[config.mk]
export PLATFORM = sky130hd
export DESIGN_NAME = aac_row_sequencer
export DESIGN_NICKNAME = d
export VERILOG_FILES = /design/src/rtl/aac_row_sequencer.sv
export SDC_FILE = /design/constraint.sdc
export NUM_CORES = 1
export LEC_CHECK = 0
export ABC_CLOCK_PERIOD_IN_PS = 3200
export CORE_MARGIN = 2
export CORE_UTILIZATION = 43
export DETAILED_ROUTE_END_ITERATION = 12
export GPL_TIMING_DRIVEN = 0
export PLACE_DENSITY = 0.89
export SKIP_CTS_REPAIR_TIMING = 1
export SLEW_MARGIN = 40
export SYNTH_ARGS = -nofsm -noshare
export SYNTH_HDL_FRONTEND = slang
export SYNTH_SLANG_ARGS = --single-unit
[constraint.sdc]
create_clock -name clk -period 3.2 [get_ports clk]
set_input_delay 0.32 -clock clk [delete_from_list [all_inputs] [get_ports clk]]
set_output_delay 0.32 -clock clk [all_outputs]
set_load 0.01 [all_outputs]
[src/rtl/aac_row_sequencer.sv]
`default_nettype none
// ============================================================================
// Module      : aac_row_sequencer
// Description : Drives the 28-bit split-pipeline adder-accumulator for
//               matrix-vector rows and returns each row sum on a valid/ready
//               port. Optional macro: AAC_SEQ_STALL_CNT_EN (bubble counter).
// Revision    : 1.0 - initial release
// ============================================================================
module aac_row_sequencer #(
    parameter int COLS   = 128,
    parameter int CNT_W  = 8,
    parameter int ROW_W  = 8,
    parameter int DATA_W = 28
) (
    input  logic              clk,
    input  logic              reset,
    input  logic              start_i,
    input  logic [CNT_W-1:0]  len_i,
    input  logic [ROW_W-1:0]  rows_i,
    input  logic              prod_valid_i,
    input  logic [DATA_W-1:0] prod_data_i,
    output logic              prod_ready_o,
    output logic              aac_o,
    output logic [DATA_W-1:0] a_o,
    input  logic [DATA_W-1:0] acc_i,
    output logic              res_valid_o,
    output logic [DATA_W-1:0] res_data_o,
    input  logic              res_ready_i,
    output logic              busy_o,
    output logic              done_o,
    output logic [15:0]       stall_cnt_o
);

    localparam logic [CNT_W:0] c_cols_max = (CNT_W+1)'(COLS);

    typedef enum logic [1:0] {
        S_IDLE  = 2'd0,
        S_ACCUM = 2'd1,
        S_FLUSH = 2'd2,
        S_OUT   = 2'd3
    } state_t;

    state_t             state_q, state_d;
    logic [CNT_W-1:0]   len_q, len_d;
    logic [CNT_W-1:0]   col_q, col_d;
    logic [ROW_W-1:0]   rows_q, rows_d;
    logic [ROW_W-1:0]   row_q, row_d;
    logic               res_valid_q, res_valid_d;
    logic [DATA_W-1:0]  res_data_q, res_data_d;
    logic               done_q, done_d;

    logic               w_start_ok;

    assign w_start_ok = start_i && (len_i != '0) && ({1'b0, len_i} <= c_cols_max)
                        && (rows_i != '0);

    always_comb begin
        state_d      = state_q;
        len_d        = len_q;
        col_d        = col_q;
        rows_d       = rows_q;
        row_d        = row_q;
        res_valid_d  = res_valid_q;
        res_data_d   = res_data_q;
        done_d       = 1'b0;
        prod_ready_o = 1'b0;
        aac_o        = 1'b0;
        a_o          = '0;

        case (state_q)
            S_IDLE: begin
                if (w_start_ok) begin
                    len_d   = len_i;
                    rows_d  = rows_i;
                    col_d   = '0;
                    row_d   = '0;
                    state_d = S_ACCUM;
                end
            end
            S_ACCUM: begin
                prod_ready_o = 1'b1;
                if (prod_valid_i) begin
                    a_o   = prod_data_i;
                    aac_o = (col_q != '0);
                    col_d = col_q + CNT_W'(1);
                    if (col_q == len_q - CNT_W'(1)) begin
                        state_d = S_FLUSH;
                    end
                end else begin
                    // Zero-add bubble keeps the running sum intact.
                    aac_o = 1'b1;
                end
            end
            S_FLUSH: begin
                // acc_i now reflects the last beat presented one cycle ago.
                aac_o       = 1'b1;
                res_data_d  = acc_i;
                res_valid_d = 1'b1;
                state_d     = S_OUT;
            end
            S_OUT: begin
                aac_o = 1'b1;
                if (res_ready_i) begin
                    res_valid_d = 1'b0;
                    row_d       = row_q + ROW_W'(1);
                    if (row_q == rows_q - ROW_W'(1)) begin
                        done_d  = 1'b1;
                        state_d = S_IDLE;
                    end else begin
                        col_d   = '0;
                        state_d = S_ACCUM;
                    end
                end
            end
            default: begin
                state_d = S_IDLE;
            end
        endcase
    end

    always_ff @(posedge clk) begin
        if (reset) begin
            state_q     <= S_IDLE;
            len_q       <= '0;
            col_q       <= '0;
            rows_q      <= '0;
            row_q       <= '0;
            res_valid_q <= 1'b0;
            res_data_q  <= '0;
            done_q      <= 1'b0;
        end else begin
            state_q     <= state_d;
            len_q       <= len_d;
            col_q       <= col_d;
            rows_q      <= rows_d;
            row_q       <= row_d;
            res_valid_q <= res_valid_d;
            res_data_q  <= res_data_d;
            done_q      <= done_d;
        end
    end

    assign res_valid_o = res_valid_q;
    assign res_data_o  = res_data_q;
    assign done_o      = done_q;
    assign busy_o      = (state_q != S_IDLE);

`ifdef AAC_SEQ_STALL_CNT_EN
    logic [15:0] stall_cnt_q, stall_cnt_d;

    always_comb begin
        stall_cnt_d = stall_cnt_q;
        if ((state_q == S_IDLE) && w_start_ok) begin
            stall_cnt_d = '0;
        end else if (((state_q == S_ACCUM) && !prod_valid_i) ||
                     ((state_q == S_OUT) && !res_ready_i)) begin
            if (stall_cnt_q != 16'hFFFF) begin
                stall_cnt_d = stall_cnt_q + 16'd1;
            end
        end
    end

    always_ff @(posedge clk) begin
        if (reset) begin
            stall_cnt_q <= '0;
        end else begin
            stall_cnt_q <= stall_cnt_d;
        end
    end

    assign stall_cnt_o = stall_cnt_q;
`else
    assign stall_cnt_o = '0;
`endif

endmodule
`default_nettype wire

==> metrics.cfg <==
[setup_path]
max_stage_delay_ns=0.57
crit_type=reg -> out
critical-path-top-delay-family=buffers and inverters
cpMaxStageDelayCell=clkdlybuf4s50_1
cp.required_ns=2.88
path_buf_inv=4
startpoint_type=flop
path_cells=inv_1, ha_1, clkbuf_1, buf_1, a211oi_1, nor2_1, clkdlybuf4s50_1
arrival_ns=2.55
cp-end-kind=primary output
worstPathMaxFanout=10

[min_path]
hold_path_class=in -> reg

[timing]
min_period_over_period=0.897
setup_slack_ns=0.330
slew_headroom=0.503
finalHoldViolCount=0
maxSlewViolCount=0
tns_ns=0
hold_ws_ns=0.480
fin_crit_ns=2.87
setup_viol=0
rsz0062_at_grt=no
fin_skew_ns=0.0109
fmax_ghz=0.348
tightest_slew_ns=0.745

[synth]
synth-compound-area-share=0.101
synth_cells=411
yosys_warnings=0
synthTopCellsByArea=dfxtp_1, mux2i_1, nor2_1, and3_1, xnor2_1
syn_area_per_cell_um2=8.81
async_flop_share=0
synth_top_area_frac=0.354
yosysUniqueCellTypes=56
synth_area_leader_cell=dfxtp_1
ys.flop_type=dfxtp_1
yosysSeqAreaShare=0.354
synth-xor-area-share=0.0677
synth_seq_cells=64
syn_area_um2=3620
synthAdderAreaFrac=0.0311
synth_top_family_by_area=simple AND/OR/NAND/NOR gates
yosys.area_share.simple=0.242
synth.area.mux_share=0.124
synth-edff-count=0

[floorplanning]
num_rows=33
die_x_um=95.8
fp.dieH_um=95.8
dieArea_um2=9170
start_util=0.443
io-pin-count=154
core-area_um2=8180

[finish]
fill_cells=662
area_growth_pct=49.3
final_common_cell=clkdlybuf4s50_1
nNetsFinal=659
finalInstanceArea_um2=5410
final_cell_mix=clkdlybuf4s50_1, nor2_1, dfxtp_1
antenna_cells=0
drive_above_1_share=0.0832
fin_cells=682

[route]
drc=0
vias=3547
viasPerCell=5.20
first_pass_iters=5
drtIter0Drc=227
drt-wirelength-per-cell_um=14.7
routed_wl_um=10000
ant_nets=0

[clock_network]
insertion_delay_ns=0.34
cts_root_buffer=clkbuf_8
clk_pin_slew_ns=0.07
numClockSinks=64
cts_inserted_buffers=9
h-tree-depth=3
cts_tree=done
clockBufferDepth=2

[grt]
antenna_found_initial=0
grt_overflow_total=0
grt_use_total=0.221
grt_pass1_wl_um=15900
grt_pass1_vias=3464
grt_max_degree=11

[run_status]
status=finished, final reports clean

[power_and_ir_drop]
ir_drop_mv=0.382
leakagePower_uw=0.00215
power.density_nw_per_um2=520

[place]
port_buffers=136
dp_worst_setup_slack_ns=0.324
placed_area_um2=5170
dp_hpwl_um=7760
gp_congestion=0.861
dpl.cell_count=667

[job]
maxCapViolCount=0

state kept, by name (all words and copies together) (netlist names):
register	count
done_o	1
col_q	8
rows_q	8
res_valid_o	1
res_data_o	28
state_q	2
row_q	8
len_q	8
power breakdown:
group / internal (µW) / switching (µW) / total (µW)
combinational: 515 / 535 / 1050
sequential: 865 / 57.9 / 923
clock: 536 / 302 / 838
total: 1920 / 895 / 2810
final cells by class:
class                           instances  area (µm²)  share of cell area
Timing Repair Buffer                  136        1360               0.252
Inverter                               21        78.8              0.0146
Tap cell                              105         131              0.0243
Clock inverter                          3        90.1              0.0167
Clock buffer                           12         145              0.0269
Sequential cell                        64        1280               0.237
Buffer                                 39         210              0.0389
Multi-Input combinational cell        302        2110               0.390
stage by stage:
| step | util | total power [µW] |
|---|---|---|
| floorplan | - | 1550 |
| global placement | 0.632 | 1930 |
| detailed placement | 0.632 | 1980 |
| CTS | 0.661 | 2820 |
| global route | 0.661 | 2960 |
| finish | 0.661 | 2810 |
per-layer routing:
metal,global-route usage,wire length (µm),vias up
met5,0,0,-
met4,0.0690,148,0
li1,-,-,1736
met1,0.271,4170,1643
met3,0.0744,933,17
met2,0.367,4770,151
synthesized netlist by cell type, types with 2 or more instances:
library cell and number:
nand3_1 7, o31a_1 2, clkbuf_1 15, nand4_1 9, buf_1 5, a21oi_1 4, xnor2_1 20, nor3b_1 3
nor2_1 65, ha_1 9, buf_2 3, buf_4 16, mux2i_1 45, dfxtp_1 64, o32ai_1 2, nor3_1 10
inv_1 21, o21ai_0 5, xor2_1 8, nor4_1 3, nand2_1 14, and3_1 31, o211ai_1 3, o41ai_2 4
or3b_2 2, or4_1 4, a311o_1 3, a22oi_1 2, nand2b_1 2, or3_1 4
kinds of logic (layout without fill, tap and decap cells):
| kind of cell | count (synthesis) | count (layout) |
|---|---|---|
| mux | 45 | 45 |
| flops | 64 | 64 |
| xor+xnor | 28 | 28 |
| simple gates | 165 | 165 |
| buf+inv | 60 | 211 |
| compound gates | 39 | 39 |
| fa+ha+maj | 9 | 9 |
| other cells | 1 | 16 |
worst paths after layout:
check                                   start                          end  slack, ns  cells past startpoint
setup / recovery      state_q[0]$_SDFFE_PP0P_                        aac_o       0.33                      7
hold / removal                          reset      state_q[0]$_SDFFE_PP0P_       0.48                      2
setup reg to reg       rows_q[0]$_SDFFE_PP0P_      state_q[0]$_SDFFE_PP0P_       0.50                      8
hold reg to reg   res_data_o[19]$_SDFFE_PP0P_  res_data_o[19]$_SDFFE_PP0P_       0.50                      2
Note: power is estimated with default switching activity, not from simulation.
